--- config.mk ---
export PLATFORM = sky130hd
export DESIGN_NAME = fifo_sync_flags_flat
export DESIGN_NICKNAME = d
export VERILOG_FILES = /design/src/rtl/fifo_pkg.sv /design/src/rtl/fifo_sync_flags_if.sv /design/src/rtl/fifo_mem_dp.sv /design/src/rtl/fifo_sync_flags.sv /design/src/flat_wrapper.sv
export SDC_FILE = /design/constraint.sdc
export NUM_CORES = 1
export LEC_CHECK = 0
export CORE_UTILIZATION = 58
export CTS_CLUSTER_SIZE = 16
export DETAILED_ROUTE_END_ITERATION = 7
export PLACE_DENSITY = 0.76
export SLEW_MARGIN = 20
export SYNTH_ARGS = -nofsm -noshare
export SYNTH_HDL_FRONTEND = slang
export SYNTH_SLANG_ARGS = --single-unit
--- constraint.sdc ---
create_clock -name clock -period 3.9 [get_ports clock]
set_input_delay 0.39 -clock clock [delete_from_list [all_inputs] [get_ports clock]]
set_output_delay 0.39 -clock clock [all_outputs]
set_load 0.03 [all_outputs]
--- src/rtl/fifo_pkg.sv ---
// fifo_pkg: shared FIFO defaults and width helpers
// Default data width, depth and pointer width used by the FIFO family.
// The fill counter needs one extra bit so it can represent FIFO_SIZE itself.
package fifo_pkg;
  localparam int FIFO_DATA_WIDTH = 32;
  localparam int FIFO_DEPTH      = 8;
  localparam int FIFO_SIZE_BITS  = 3;
  localparam int FIFO_COUNT_BITS = FIFO_SIZE_BITS + 1;
  function automatic int count_width(input int size_bits);
    return size_bits + 1;
  endfunction
endpackage

--- src/rtl/fifo_sync_flags_if.sv ---
// fifo_sync_flags_if: producer/consumer bus of the single-clock FIFO
// data/write_enable/read_enable flow into the FIFO; q, fill_count and the
// status flags flow out. master = the stage driving requests, slave = the FIFO.
interface fifo_sync_flags_if
  import fifo_pkg::*;
#(
  parameter int DATA_WIDTH = FIFO_DATA_WIDTH,
  parameter int SIZE_BITS  = FIFO_SIZE_BITS
);
  logic [DATA_WIDTH-1:0] data;
  logic                  write_enable;
  logic                  read_enable;
  logic [DATA_WIDTH-1:0] q;
  logic                  fifo_full;
  logic                  fifo_empty;
  logic                  almost_full;
  logic                  almost_empty;
  logic [SIZE_BITS:0]    fill_count;
  logic                  overflow;
  logic                  underflow;
  modport master (
    output data, write_enable, read_enable,
    input  q, fifo_full, fifo_empty, almost_full, almost_empty, fill_count, overflow, underflow
  );
  modport slave (
    input  data, write_enable, read_enable,
    output q, fifo_full, fifo_empty, almost_full, almost_empty, fill_count, overflow, underflow
  );
endinterface

--- src/rtl/fifo_mem_dp.sv ---
// fifo_mem_dp: simple dual-port register array, synchronous write, combinational read
// Ports: clock, write_enable, write_address, write_data, read_address, read_data.
// Contents are never reset.
module fifo_mem_dp #(
  parameter int DATA_WIDTH = 32,
  parameter int SIZE_BITS  = 3
) (
  input  logic                  clock,
  input  logic                  write_enable,
  input  logic [SIZE_BITS-1:0]  write_address,
  input  logic [DATA_WIDTH-1:0] write_data,
  input  logic [SIZE_BITS-1:0]  read_address,
  output logic [DATA_WIDTH-1:0] read_data
);
  logic [DATA_WIDTH-1:0] mem [2**SIZE_BITS];
  always_ff @(posedge clock)
    if (write_enable) mem[write_address] <= write_data;
  assign read_data = mem[read_address];
endmodule

--- src/rtl/fifo_sync_flags.sv ---
// fifo_sync_flags: single-clock FIFO with fill count, almost flags and sticky error flags
// Ports: clock, reset (sync, active-high), bus (fifo_sync_flags_if.slave:
// data/write_enable/read_enable in; q, fill_count, fifo_full, fifo_empty,
// almost_full, almost_empty, overflow, underflow out).
// Define FIFO_FWFT_EN for first-word fall-through: q shows the head word
// combinationally while not empty (0 when empty). Otherwise q is registered
// and valid one cycle after an accepted read.
module fifo_sync_flags
  import fifo_pkg::*;
#(
  parameter int DATA_WIDTH         = FIFO_DATA_WIDTH,
  parameter int FIFO_SIZE          = FIFO_DEPTH,
  parameter int SIZE_BITS          = FIFO_SIZE_BITS,
  parameter int ALMOST_FULL_LEVEL  = 6,
  parameter int ALMOST_EMPTY_LEVEL = 2
) (
  input logic              clock,
  input logic              reset,
  fifo_sync_flags_if.slave bus
);
  localparam int CW = count_width(SIZE_BITS);
  localparam logic [CW-1:0] FULL_C = CW'(FIFO_SIZE);
  localparam logic [CW-1:0] AF_C   = CW'(ALMOST_FULL_LEVEL);
  localparam logic [CW-1:0] AE_C   = CW'(ALMOST_EMPTY_LEVEL);
  logic [SIZE_BITS-1:0]  write_pointer, read_pointer;
  logic [CW-1:0]         count, count_next;
  logic                  full, empty, afull, aempty, ovf, unf;
  logic                  write_ok, read_ok;
  logic [DATA_WIDTH-1:0] head;
  assign write_ok   = bus.write_enable & ~full;
  assign read_ok    = bus.read_enable & ~empty;
  assign count_next = count + CW'(write_ok) - CW'(read_ok);
  fifo_mem_dp #(.DATA_WIDTH(DATA_WIDTH), .SIZE_BITS(SIZE_BITS)) u_mem (
    .clock        (clock),
    .write_enable (write_ok),
    .write_address(write_pointer),
    .write_data   (bus.data),
    .read_address (read_pointer),
    .read_data    (head)
  );
  // Flags are registered from count_next so they line up with fill_count.
  always_ff @(posedge clock) begin
    if (reset) begin
      write_pointer <= '0;
      read_pointer  <= '0;
      count         <= '0;
      full          <= 1'b0;
      empty         <= 1'b1;
      afull         <= 1'b0;
      aempty        <= 1'b1;
      ovf           <= 1'b0;
      unf           <= 1'b0;
    end else begin
      write_pointer <= write_pointer + SIZE_BITS'(write_ok);
      read_pointer  <= read_pointer + SIZE_BITS'(read_ok);
      count         <= count_next;
      full          <= count_next == FULL_C;
      empty         <= count_next == '0;
      afull         <= count_next >= AF_C;
      aempty        <= count_next <= AE_C;
      ovf           <= ovf | (bus.write_enable & full);
      unf           <= unf | (bus.read_enable & empty);
    end
  end
`ifdef FIFO_FWFT_EN
  assign bus.q = empty ? '0 : head;
`else
  logic [DATA_WIDTH-1:0] q_reg;
  always_ff @(posedge clock)
    if (reset) q_reg <= '0;
    else if (read_ok) q_reg <= head;
  assign bus.q = q_reg;
`endif
  assign bus.fill_count   = count;
  assign bus.fifo_full    = full;
  assign bus.fifo_empty   = empty;
  assign bus.almost_full  = afull;
  assign bus.almost_empty = aempty;
  assign bus.overflow     = ovf;
  assign bus.underflow    = unf;
endmodule

--- src/flat_wrapper.sv ---
// flat-port wrapper written by rule: the top's interface ports become plain ports
module fifo_sync_flags_flat import fifo_pkg::*;
#(
  parameter int DATA_WIDTH         = FIFO_DATA_WIDTH,
  parameter int FIFO_SIZE          = FIFO_DEPTH,
  parameter int SIZE_BITS          = FIFO_SIZE_BITS,
  parameter int ALMOST_FULL_LEVEL  = 6,
  parameter int ALMOST_EMPTY_LEVEL = 2
)
  (clock, reset, bus_data, bus_write_enable, bus_read_enable, bus_q, bus_fifo_full, bus_fifo_empty, bus_almost_full, bus_almost_empty, bus_fill_count, bus_overflow, bus_underflow);
  fifo_sync_flags_if #(.DATA_WIDTH(DATA_WIDTH), .SIZE_BITS(SIZE_BITS)) bus_i ();
  input logic clock;
  input logic reset;
  input wire logic [$bits(bus_i.data)-1:0] bus_data;
  input wire logic [$bits(bus_i.write_enable)-1:0] bus_write_enable;
  input wire logic [$bits(bus_i.read_enable)-1:0] bus_read_enable;
  output wire logic [$bits(bus_i.q)-1:0] bus_q;
  output wire logic [$bits(bus_i.fifo_full)-1:0] bus_fifo_full;
  output wire logic [$bits(bus_i.fifo_empty)-1:0] bus_fifo_empty;
  output wire logic [$bits(bus_i.almost_full)-1:0] bus_almost_full;
  output wire logic [$bits(bus_i.almost_empty)-1:0] bus_almost_empty;
  output wire logic [$bits(bus_i.fill_count)-1:0] bus_fill_count;
  output wire logic [$bits(bus_i.overflow)-1:0] bus_overflow;
  output wire logic [$bits(bus_i.underflow)-1:0] bus_underflow;
  assign bus_i.data = bus_data;
  assign bus_i.write_enable = bus_write_enable;
  assign bus_i.read_enable = bus_read_enable;
  assign bus_q = bus_i.q;
  assign bus_fifo_full = bus_i.fifo_full;
  assign bus_fifo_empty = bus_i.fifo_empty;
  assign bus_almost_full = bus_i.almost_full;
  assign bus_almost_empty = bus_i.almost_empty;
  assign bus_fill_count = bus_i.fill_count;
  assign bus_overflow = bus_i.overflow;
  assign bus_underflow = bus_i.underflow;
  fifo_sync_flags #(.DATA_WIDTH(DATA_WIDTH), .FIFO_SIZE(FIFO_SIZE), .SIZE_BITS(SIZE_BITS), .ALMOST_FULL_LEVEL(ALMOST_FULL_LEVEL), .ALMOST_EMPTY_LEVEL(ALMOST_EMPTY_LEVEL)) u_core (.clock(clock), .reset(reset), .bus(bus_i));
endmodule
; ---- Word-level counts from Yosys, hierarchy flattened
; Memories as Yosys holds them, arrays and structs flattened. A register that Yosys moved wholly into a read port is not among the register bits.
; Cells that the tools add are included.
[word_totals]
in_bits = 36
n_memories = 1
mem_bits_rw = 256
output_inout_bits = 42
regBits = 16
word_cells = 28
[memory_table]
columns = name, depth, width, rd, rd_clocked_by_memory_dff, write_ports, line_no
row1 = u_core.u_mem.mem, 8, 32, 1, 1, 1, fifo_mem_dp.sv:15  ; logic [DATA_WIDTH-1:0] mem [2**SIZE_BITS];
[op_classes]
addsub = 4
n_reduce_logical = 1
order_cmp = 2
n_bitwise = 8
mux = 2
n_eq_ne = 1
[op_table]
columns = cell, n
row1 = $add 3x1->3, 2
row2 = $add 4x1->4, 1
row3 = $and 1x1->1, 4
row4 = $eq 4x4->1 const B, 1
row5 = $ge 4x3->1 const B, 1
row6 = $le 4x2->1 const B, 1
row7 = $logic_not 4->1, 1
row8 = $sub 4x1->4, 1
row9 = $mux 1, 2
row10 = $not 1->1, 2
row11 = $or 1x1->1, 2

; ---- Logic depth before layout (Yosys ltp)
; Gate-level depths: netlist (run 1).
[logic_depth]
ltp_word = 5
depth_mapped = 12
ltp_nobuf = 10

; ---- Cells and area by module
; Synthesis (run 1) repeated with hierarchy kept, for this count alone.
[hier_totals]
hier_cells = 590
area_unflattened_um2 = 11601.1
[by_module_without_submodules]
columns = module, cells_per_inst, area_per_inst_um2, n_inst, seq_area_each_um2
row1 = fifo_mem_dp, 383, 9825.7, 1, 7687.4
row2 = fifo_sync_flags, 207, 1775.5, 1, 960.9

; ---- Worst setup path before layout (run 1)
; Ideal clock, no wire load.
[synth_path]
path_type = register -> register
startpoint = register u_core.full, in the netlist u_core.bus.fifo_full
endpoint = memory u_core.u_mem.mem[0][0], enable pin
t_required_ns = 3.439
synth_period_minus_slack_ns = 3.465
path_stages_with_launch = 4
slack_ns = 0.435
setup_time_ns = 0.461
t_arrival_ns = 3.004
n_path_buf = 0
path_cell_list = dfxtp_1 nor2b_1 nand2b_1 nor3_1
[synth_via]
elab_chain_len = 4
[synth_rtl]
columns = element, line_no
row1 = from (decl), fifo_sync_flags.sv:27  ; logic full, empty, afull, aempty, ovf, unf;
row2 = from (signal assigned), fifo_sync_flags.sv:47  ; full <= 1'b0;
row3 = from (signal assigned), fifo_sync_flags.sv:57  ; full <= count_next == FULL_C;
row4 = $not 1->1, fifo_sync_flags.sv:30  ; assign write_ok = bus.write_enable & ~full;
row5 = $and 1x1->1, fifo_sync_flags.sv:30
row6 = $mux 1, fifo_mem_dp.sv:17  ; if (write_enable) mem[write_address] <= write_data;
row7 = $mux 1 (not written as such), fifo_mem_dp.sv:17
row8 = to (decl), fifo_mem_dp.sv:15
; Every way passes these cells.

; ---- Worst setup path in the final report (run 1)
[layout_path]
startpoint = register u_core.empty, in the netlist u_core.bus.fifo_empty
endpoint = register u_core.afull, in the netlist u_core.bus.almost_full
[layout_via]
elab_chain_len = 4
[layout_rtl]
columns = element, line_no
row1 = from (decl), fifo_sync_flags.sv:27
row2 = from (signal assigned), fifo_sync_flags.sv:48  ; empty <= 1'b1;
row3 = from (signal assigned), fifo_sync_flags.sv:58  ; empty <= count_next == '0;
row4 = $not 1->1, fifo_sync_flags.sv:31  ; assign read_ok = bus.read_enable & ~empty;
row5 = $and 1x1->1, fifo_sync_flags.sv:31
row6 = $sub 4x1->4, fifo_sync_flags.sv:32  ; assign count_next = count + CW'(write_ok) - CW'(read_ok);
row7 = $ge 4x3->1, fifo_sync_flags.sv:59  ; afull <= count_next >= AF_C;
row8 = to (signal assigned), fifo_sync_flags.sv:49  ; afull <= 1'b0;
row9 = to (signal assigned), fifo_sync_flags.sv:59
row10 = to (decl), fifo_sync_flags.sv:27
; Every way passes these cells.
; A chain may end at the register's enable or synchronous reset.

==> reports/metrics.csv, run 1 <==
stage,metric,value,unit
run_status,status,"finished, final reports clean",
yosys,syn_area_per_cell,16.9,um2
floorplanning,initial core utilization,0.599,
yosys,Yosys warnings,0,
cts,clk slew on worst S/H paths,0.06,ns
power,Pwr Density,642,nW/um2
routing,drt pass-1 iters,4,
power,Clock power frac,0.319,
cts,Post-CTS Resized,0,
cts,CTS Hold Bufs,0,
layout,Util after Layout,0.695,
timing,Max Transition Viols Final,0,
power,leak pwr,4.43,nW
critical_path,Crit path depth,11,
critical_path,crit-path cells,nand2b_1 -> buf_4 -> inv_2 -> ha_1 -> inv_1 -> ha_1 -> inv_1 -> fa_1 -> xor2_1 -> or2_1 -> a21oi_1,
power,Logic pwr share,0.217,
layout,max reg flops,256,
timing,final setup vio count,0,
routing,Highest Signal Layer,met4,
placed_design,DPL Wire Length,13700,um
timing,RSZ-0062 raised after global routing,no,
yosys,top post-synthesis cells by area,"edfxtp_1 (65%), mux2i_1 (11%), dfxtp_1 (8.2%), a22oi_1 (4.1%), nor3_2 (2.7%)",
timing,Tcrit/Tclk final,0.668,
timing,post-layout min period,2.60,ns
placed_design,dpl cells,1010,
cts,clk_lat worst skew,0.54,ns
critical_path,Worst Path Arrival,3.00,ns
timing,final worst slack,1.30,ns
hold_path,hold depth,2,
grt,vias in the first global route,6283,
critical_path,Reg2Reg Setup Slack,1.30,ns
yosys,most common cell in the netlist,edfxtp_1,
critical_path,FF-to-FF End,u_core.bus.almost_full,
routing,via/cell ratio,5.83,
yosys,Synth cell types,29,
layout,layout cells sized above 1,0.132,
cts,CTS root buf,clkbuf_16,
hold_path,worst hold path class,input port to register,
layout,Ant. Diodes,0,
routing,"wirelength, routed",22900,um
yosys,Post-Synthesis Cells,697,
power,Internal Pwr Total,6.29,mW
routing,DRC,0,
critical_path,crit path kind,register to register,
critical_path,data required time of the worst path,4.29,ns
yosys,Post-Syn Nets,742,
routing,DR WL/cell,21.5,um
yosys,"EDFF count, synth",256,
yosys,"top cells by count, synth","edfxtp_1 (256), mux2i_1 (128), a22oi_1 (64), dfxtp_1 (48), nor2_1 (47)",
grt,GR Util All Layers,0.227,
routing,Metal-1 WL,9930,um
cts,clk buf depth,3,
placed_design,Buffers on Ports,77,
grt,first-pass GRT wire length,34900,um
yosys,"FFs w/ async S/R, synth",0,
floorplanning,die height,145,um
critical_path,crit path max fanout,33,
power,Seq pwr share,0.464,
routing,total number of vias,6200,
timing,worst-margin pin slew,1.08,ns
cts,depth of the CTS H-tree,1,
critical_path,buffers and inverters on the worst path,4,
critical_path,CP Capture Type,register,
timing,setup TNS,0,ns
routing,metal2 WL,11000,um
yosys,mapped cell area,11800,um2
timing,Slew HR,0.276,
critical_path,element type at the critical path start,register,
yosys,Synth Register Bits,304,
placed_design,gpl congestion,0.800,
cts,CTS sink cnt,304,
cts,CTS tree,done,
floorplanning,die area,20900,um2
timing,Max Clk Rate,384,MHz
floorplanning,# IOs,78,
power,Tot Pwr,8.76,mW
layout,Area Overhead vs Synth,15.9,%
routing,Antenna Nets Post-Route,0,
power,switching power,2.47,mW
critical_path,cells on worst reg2reg path,11,
power,Sw Ratio,0.282,
timing,final hold violations,0,
hold_path,hold endpoint,u_core.bus.fill_count[0],
yosys,area fraction of the dominant cell type after synthesis,0.653,
hold_path,hold path start,reset,
routing,met3 WL,1240,um
routing,DR iter-0 viols,463,
critical_path,CP top delay family,adder cells,
critical_path,Worst path max stage delay,0.41,ns
placed_design,Place WS,0.849,ns
cts,Post-CTS Setup Bufs,0,
flow_run,max_cap viols,0,
grt,GRT overflow,0,
floorplanning,Die X,145,um
yosys,cell type with the largest total area after synthesis,edfxtp_1,
grt,initial antenna violation count,0,
critical_path,r2r startpoint,u_core.bus.fifo_empty,
power,peak supply drop,419,uV
grt,pin count of the biggest net entering global routing,69,
layout,final net count,821,
floorplanning,# rows,51,
cts,total CTS buffers,29,
critical_path,slowest CP cell,fa_1,
yosys,top_reg_cell synth,edfxtp_1,
layout,Finished Layout Cells,1063,
yosys,post-synthesis sequential area ratio,0.734,
timing,clk_skew,0.0154,ns
floorplanning,core area,19700,um2
[cells in the final DEF (no fill, tap or decap)]
master / synthesis / routed
a21o_1: 1 / 1
a31o_1: 1 / 1
nor2b_1: 7 / 5
nor3_2: 32 / 34
nand3_1: 1 / 1
clkinv_2: 0 / 10
clkbuf_16: 0 / 31
clkbuf_1: 9 / 5
inv_1: 7 / 7
a21oi_1: 36 / 36
nor3_1: 3 / 1
clkbuf_8: 0 / 4
nand2b_1: 5 / 5
bufinv_16: 0 / 2
ha_1: 8 / 8
nand2_1: 2 / 2
edfxtp_1: 256 / 256
dfxtp_1: 48 / 47
nor2_2: 0 / 1
or2_1: 1 / 1
buf_2: 17 / 1
and2_1: 1 / 1
dfxtp_4: 0 / 1
mux2i_1: 128 / 128
buf_4: 0 / 11
clkinv_1: 0 / 1
buf_12: 7 / 1
clkdlybuf4s50_1: 0 / 76
fa_1: 1 / 1
xor2_1: 2 / 2
inv_2: 1 / 1
xnor2_1: 3 / 3
nor2b_2: 0 / 2
a22oi_1: 64 / 64
a41o_1: 1 / 1
nor2_1: 47 / 40
nor2_4: 0 / 6
[cells by family after synthesis]
kind of cell,synth area share
flops,0.734
mux,0.109
compound gates,0.0583
simple gates,0.0519
buf+inv,0.0328
fa+ha+maj,0.0102
xor+xnor,0.00372
[area by class of cell]
class	instances	area (um2)
inverter	8	30.0
clock buffer	40	850
tap	265	332
timing repair buffer	89	868
clock inverter	13	114
sequential	304	8650
multi-input combinational	344	2810
fill	1308	6000
[power groups by stage]
| stage | logic [mW] | clock network [mW] | registers, mW |
|---|---|---|---|
| after floorplan | 1.21 | 0 | 4.29 |
| after global routing | 2.05 | 2.95 | 4.09 |
| after CTS | 1.92 | 2.83 | 4.07 |
| after global placement | 1.83 | 0 | 4.11 |
| final | 1.90 | 2.80 | 4.06 |
| after detailed placement | 1.90 | 0 | 4.13 |
[metrics by stage]
step	hold slack [ns]	area (um2)
6_report	0.323	13700
5_1_grt	0.356	13700
4_1_cts	0.312	13700
3_5_place_dp	0.487	12700
3_3_place_gp	0.452	12700
2_1_floorplan	0.489	11800
[how the worst max path moves through the flow]
stage | startpoint | endpoint
floorplan | u_core.bus.fifo_full | u_core.u_mem.mem[0][0]
global placement | bus_read_enable | u_core.bus.almost_full
detailed placement | bus_read_enable | u_core.bus.almost_full
CTS | u_core.bus.fifo_empty | u_core.bus.almost_full
global route | u_core.bus.fifo_empty | u_core.bus.fifo_full
finish | u_core.bus.fifo_empty | u_core.bus.almost_full
[layer usage]
metal / track usage / vias up
met5: 0 / -
met1: 0.313 / 3092
met2: 0.366 / 206
met4: 0.0831 / 0
met3: 0.0364 / 53
li1: - / 2849
Note: power is estimated with default switching activity, not from simulation.
==> inputs of run 2 (changes only) <==
==> constraint.sdc (replaced) <==
create_clock -name clock -period 2.6 [get_ports clock]
set_input_delay 0.26 -clock clock [delete_from_list [all_inputs] [get_ports clock]]
set_output_delay 0.26 -clock clock [all_outputs]
set_load 0.03 [all_outputs]
==> reports/metrics.csv, run 2 (same netlist as run 1, synthesis figures left out) <==
stage,metric,value,unit,change
cts,CTS root buf,clkbuf_16,,
hold_path,hold endpoint,u_core.bus.fill_count[0],,
timing,final setup vio count,0,,unchanged
layout,Util after Layout,0.701,,+0.00669
placed_design,Buffers on Ports,77,,unchanged
critical_path,cells on worst reg2reg path,10,,-1
timing,Max Clk Rate,451,MHz,+17%
routing,total number of vias,6203,,+0.048%
timing,Tcrit/Tclk final,0.853,,+0.185
floorplanning,initial core utilization,0.599,,unchanged
routing,"wirelength, routed",22300,um,-2.4%
layout,design area,13800,um2,+0.96%
layout,max reg flops,256,,unchanged
placed_design,gpl congestion,0.796,,-0.44%
power,Seq pwr share,0.461,,-0.003
hold_path,worst hold path class,input port to register,,
critical_path,crit path max fanout,5,,-85%
routing,via/cell ratio,5.76,,-1.2%
routing,DRC,0,,unchanged
cts,depth of the CTS H-tree,1,,unchanged
cts,Post-CTS Resized,0,,unchanged
cts,CTS Hold Bufs,0,,unchanged
floorplanning,# rows,51,,unchanged
cts,clk buf depth,3,,unchanged
power,leak pwr,4.47,nW,+0.86%
critical_path,CP Capture Type,register,,
timing,Slew HR,0.617,,+0.341
hold_path,hold path start,reset,,
timing,clk_skew,0.0129,ns,-0.00253 ns
timing,final hold violations,0,,unchanged
floorplanning,die height,145,um,unchanged
critical_path,crit path kind,register to register,,
timing,Max Transition Viols Final,0,,unchanged
routing,drt pass-1 iters,5,,+1
routing,DR iter-0 viols,345,,-25%
power,Tot Pwr,13.0,mW,+49%
timing,worst-margin pin slew,0.574,ns,-0.509 ns
cts,clk slew on worst S/H paths,0.06,ns,about the same
floorplanning,die area,20900,um2,unchanged
critical_path,data required time of the worst path,2.98,ns,-1.31 ns
critical_path,FF-to-FF End,u_core.bus.almost_full,,
grt,GR Util All Layers,0.220,,-0.00679
grt,vias in the first global route,6396,,+1.8%
run_status,status,"finished, final reports clean",,
grt,first-pass GRT wire length,34400,um,-1.4%
cts,Post-CTS Setup Bufs,0,,unchanged
grt,initial antenna violation count,0,,unchanged
floorplanning,core area,19700,um2,unchanged
layout,# fillers,1295,,-0.99%
layout,Ant. Diodes,0,,unchanged
routing,DR WL/cell,20.7,um,-3.6%
timing,post-layout min period,2.22,ns,-0.387 ns
power,peak supply drop,553,uV,+32%
hold_path,hold depth,2,,unchanged
placed_design,DPL Wire Length,13100,um,-4.0%
power,Pwr Density,946,nW/um2,+47%
power,Sw Ratio,0.281,,-0.00149
critical_path,element type at the critical path start,register,,
placed_design,placed instance area,12900,um2,+1.4%
power,Logic pwr share,0.229,,+0.012
layout,final net count,834,,+1.6%
power,Internal Pwr Total,9.37,mW,+49%
layout,most frequent cells in the layout,"edfxtp_1 (256), mux2i_1 (128), clkdlybuf4s50_1 (76), a22oi_1 (64), dfxtp_1 (47)",,
critical_path,r2r startpoint,u_core.bus.fifo_empty,,
cts,total CTS buffers,29,,unchanged
grt,pin count of the biggest net entering global routing,71,,+2.9%
flow_run,max_cap viols,0,,unchanged
cts,clk_lat worst skew,0.53,ns,about the same
power,Clock power frac,0.310,,-0.009
layout,most common library cell in the layout ignoring fill and taps,edfxtp_1,,
critical_path,Worst Path Arrival,2.60,ns,-0.40 ns
routing,Antenna Nets Post-Route,0,,unchanged
floorplanning,# IOs,78,,unchanged
cts,CTS tree,done,,
critical_path,Reg2Reg Setup Slack,0.38,ns,-0.91 ns
timing,setup TNS,0,ns,unchanged
timing,RSZ-0062 raised after global routing,no,,
floorplanning,Die X,145,um,unchanged
grt,GRT overflow,0,,unchanged
layout,Area Overhead vs Synth,17.0,%,
cts,CTS sink cnt,304,,unchanged
power,switching power,3.66,mW,+48%
layout,layout cells sized above 1,0.138,,+0.00652
run 2: changes by cell type in the layout (fill, tap and decap cells not counted), sizes merged:
cell / delta
buf: +13
clkbuf: -3
clkinvlp: +3
bufinv: +1
clkinv: -1
run 2: routing by layer:
| metal | up-vias | wire [um] | global-route usage |
|---|---|---|---|
| met3 | 33 | 1160 | 0.0321 |
| met2 | 189 | 11600 | 0.390 |
| met1 | 3103 | 9170 | 0.283 |
| met5 | - | 0 | 0 |
| li1 | 2878 | - | - |
| met4 | 0 | 350 | 0.0593 |
run 2: worst max-delay path by stage:
| stage | from | endpoint | cells after the start |
|---|---|---|---|
| finish | u_core.bus.fifo_empty | u_core.bus.almost_full | 10 |
| global route | u_core.bus.fifo_empty | u_core.bus.almost_full | 10 |
| CTS | u_core.bus.fifo_empty | u_core.bus.almost_full | 10 |
| detailed placement | bus_read_enable | u_core.bus.almost_full | 11 |
| global placement | bus_read_enable | u_core.bus.almost_full | 11 |
| floorplan | u_core.bus.fifo_full | u_core.u_mem.mem[2][0] | 3 |
run 2: critical path, cell delays in order, from the launching register on:
cell,delay [ns]
dfxtp_1,0.35
nand2b_1,0.15
inv_2,0.04
ha_1,0.26
inv_1,0.06
ha_1,0.18
inv_1,0.07
fa_1,0.40
xor2_1,0.35
or2_1,0.16
a21oi_1,0.06
run 2: final cells by class:
class	instances	area [um2]	share of cell area
clock buffers	37	766	0.0556
clock inverters	16	156	0.0113
inverters	8	30.0	0.00218
multi-input cells	344	2820	0.205
flip-flops and latches	304	8650	0.628
well taps	265	332	0.0241
repair buffers	102	1030	0.0746
run 2: power groups by stage:
| stage | combinational [mW] | clock (mW) | sequential, mW |
|---|---|---|---|
| 2_1_floorplan | 1.81 | 0 | 6.43 |
| 4_1_cts | 3.01 | 4.12 | 6.01 |
| 5_1_grt | 3.21 | 4.32 | 6.05 |
| 6_report | 2.98 | 4.04 | 6.01 |
| 3_3_place_gp | 2.88 | 0 | 6.08 |
| 3_5_place_dp | 2.99 | 0 | 6.11 |
run 2: stage by stage:
stage / setup WS, ns / instances / hold WS [ns]
2_1_floorplan: -0.00905 / 697 / 0.359
3_3_place_gp: 0.207 / 1023 / 0.454
3_5_place_dp: 0.0820 / 1023 / 0.464
4_1_cts: 0.388 / 1076 / 0.194
5_1_grt: 0.241 / 1076 / 0.219
6_report: 0.382 / 1076 / 0.207
==> inputs of run 3 (changes only) <==
--- a/config.mk
+++ b/config.mk
@@ -5,10 +5,10 @@
 export SDC_FILE = /design/constraint.sdc
 export NUM_CORES = 1
 export LEC_CHECK = 0
-export CORE_UTILIZATION = 58
+export CORE_UTILIZATION = 53
 export CTS_CLUSTER_SIZE = 16
 export DETAILED_ROUTE_END_ITERATION = 7
-export PLACE_DENSITY = 0.76
+export PLACE_DENSITY = 0.74
 export SLEW_MARGIN = 20
 export SYNTH_ARGS = -nofsm -noshare
 export SYNTH_HDL_FRONTEND = slang
==> constraint.sdc (replaced) <==
create_clock -name clock -period 2 [get_ports clock]
set_input_delay 0.2 -clock clock [delete_from_list [all_inputs] [get_ports clock]]
set_output_delay 0.2 -clock clock [all_outputs]
set_load 0.03 [all_outputs]
==> reports/metrics.csv, run 3 (same netlist as run 1, synthesis figures left out) <==
stage,metric,value,unit,change
run_status,status,finished with violations,,
run_status,failing checks,negative setup slack,,
critical_path,CP Capture Type,register,,
power,Tot Pwr,17.6,mW,+35%
floorplanning,die area,22800,um2,+9.3%
timing,final hold violations,0,,unchanged
cts,depth of the CTS H-tree,1,,unchanged
cts,clk_lat worst skew,0.55,ns,+0.02 ns
grt,GRT overflow,0,,unchanged
critical_path,crit path kind,register to register,,
layout,Ant. Diodes,0,,unchanged
floorplanning,# rows,54,,+5.9%
timing,Max Clk Rate,489,MHz,+8.6%
placed_design,DPL Wire Length,13600,um,+3.8%
cts,clk buf depth,3,,unchanged
routing,DR iter-0 viols,387,,+12%
routing,Antenna Nets Post-Route,0,,unchanged
layout,layout cells sized above 1,0.165,,+0.0271
grt,first-pass GRT wire length,35800,um,+4.3%
grt,vias in the first global route,6518,,+1.9%
floorplanning,initial core utilization,0.540,,-0.0596
timing,Slew HR,0.691,,+0.0744
cts,CTS tree,done,,
grt,GR Util All Layers,0.210,,-0.0104
timing,RSZ-0062 raised after global routing,yes,,
routing,via/cell ratio,5.76,,-0.14%
cts,clk slew on worst S/H paths,0.06,ns,about the same
layout,Area Overhead vs Synth,20.7,%,
cts,CTS Hold Bufs,0,,unchanged
timing,post-layout min period,2.04,ns,-0.175 ns
placed_design,Buffers on Ports,77,,unchanged
routing,total number of vias,6350,,+2.4%
power,Pwr Density,1240,nW/um2,+31%
layout,Util after Layout,0.652,,-0.0497
placed_design,gpl congestion,0.762,,-4.4%
routing,DRC,0,,unchanged
routing,DR WL/cell,21.0,um,+1.3%
power,peak supply drop,1270,uV,+130%
critical_path,element type at the critical path start,register,,
power,leak pwr,4.62,nW,+3.4%
timing,clk_skew,0.0166,ns,+0.00366 ns
routing,"wirelength, routed",23200,um,+3.9%
timing,Max Transition Viols Final,0,,unchanged
floorplanning,core area,21800,um2,+11%
grt,initial antenna violation count,0,,unchanged
hold_path,worst hold path class,input port to register,,
grt,pin count of the biggest net entering global routing,58,,-18%
cts,CTS root buf,clkbuf_16,,
layout,most frequent cells in the layout,"edfxtp_1 (256), mux2i_1 (128), clkdlybuf4s50_1 (76), a22oi_1 (64), dfxtp_1 (46)",,
layout,most common library cell in the layout ignoring fill and taps,edfxtp_1,,
floorplanning,Die X,151,um,+4.5%
floorplanning,die height,151,um,+4.5%
layout,final net count,844,,+1.2%
timing,final setup vio count,1,,+1
layout,max reg flops,256,,unchanged
critical_path,crit path max fanout,5,,unchanged
cts,CTS sink cnt,304,,unchanged
timing,final worst slack,-0.0429,ns,-0.425 ns
routing,drt pass-1 iters,5,,unchanged
timing,Tcrit/Tclk final,1.02,,+0.169
timing,worst-margin pin slew,0.463,ns,-0.112 ns
flow_run,max_cap viols,0,,unchanged
critical_path,data required time of the worst path,2.48,ns,-0.50 ns
floorplanning,# IOs,78,,unchanged
cts,total CTS buffers,30,,+3.4%
critical_path,Worst Path Arrival,2.52,ns,-0.08 ns
-- run 3: cell count changes in the layout (fill, tap and decap cells not counted), moves of 3 or more --
cell,change
nand2b_1,-3
buf_4,-5
buf_12,+14
nor2b_4,+3
nand2b_4,+3
-- run 3: stage by stage --
step / TNS (ns) / area (um2) / hold slack, ns / setup WS [ns] / instances
after floorplan: -10.72 / 11900 / 0.299 / -0.157 / 697
after global placement: -0.815 / 13200 / 0.452 / -0.204 / 1045
after detailed placement: -2.38 / 13200 / 0.454 / -0.313 / 1045
after CTS: 0 / 14200 / 0.0194 / 0.0153 / 1101
after global routing: -0.127 / 14200 / 0.0406 / -0.100 / 1103
final: -0.0429 / 14200 / 0.0436 / -0.0429 / 1103
-- run 3: final cells by class --
cell class / instances / area, um2
clock inverters: 16 / 154
flip-flops and latches: 304 / 8660
inverters: 8 / 35.0
well taps: 280 / 350
multi-input cells: 344 / 2910
clock buffers: 40 / 840
repair buffers: 111 / 1270
fillers: 1473 / 7600
-- run 3: routing by layer --
layer,track usage,share of wire,vias up
li1,-,-,2894
met1,0.276,0.42,3245
met2,0.362,0.51,176
met3,0.0304,0.051,35
met4,0.0610,0.025,0
met5,0,0,-
-- run 3: power by group --
part           switching [mW]  internal (mW)
combinational            2.48           1.79
clock                    2.23           3.32
sequential              0.270           7.56
total                    4.97           12.7
-- run 3: critical path, stage by stage, from the launching register on --
cell and delay (ns):
dfxtp_4 0.35, nand2b_4 0.13, clkinv_4 0.06, ha_4 0.21, inv_2 0.06, ha_4 0.12, inv_2 0.04, fa_2 0.41
xor2_4 0.20, or2_1 0.27, a21oi_2 0.13
-- run 3: final timing paths --
| check | start | end | slack (ns) | cells past startpoint |
|---|---|---|---|---|
| hold reg to reg | u_core.bus.overflow | u_core.bus.overflow | 0.47 | 2 |
| setup reg to reg | u_core.bus.fifo_empty | u_core.bus.almost_full | -0.04 | 10 |
| hold / removal | reset | u_core.bus.fill_count[0] | 0.04 | 2 |
| setup / recovery | u_core.bus.fifo_empty | u_core.bus.almost_full | -0.04 | 10 |
-- run 3: repair_timing --
| item | in CTS | in global routing |
|---|---|---|
| endpoints found under the setup margin | 0 | 2 |
| hold endpoints to repair | 0 | 0 |
| buffers inserted | 0 | 2 |
| resized for setup | 0 | 4 |
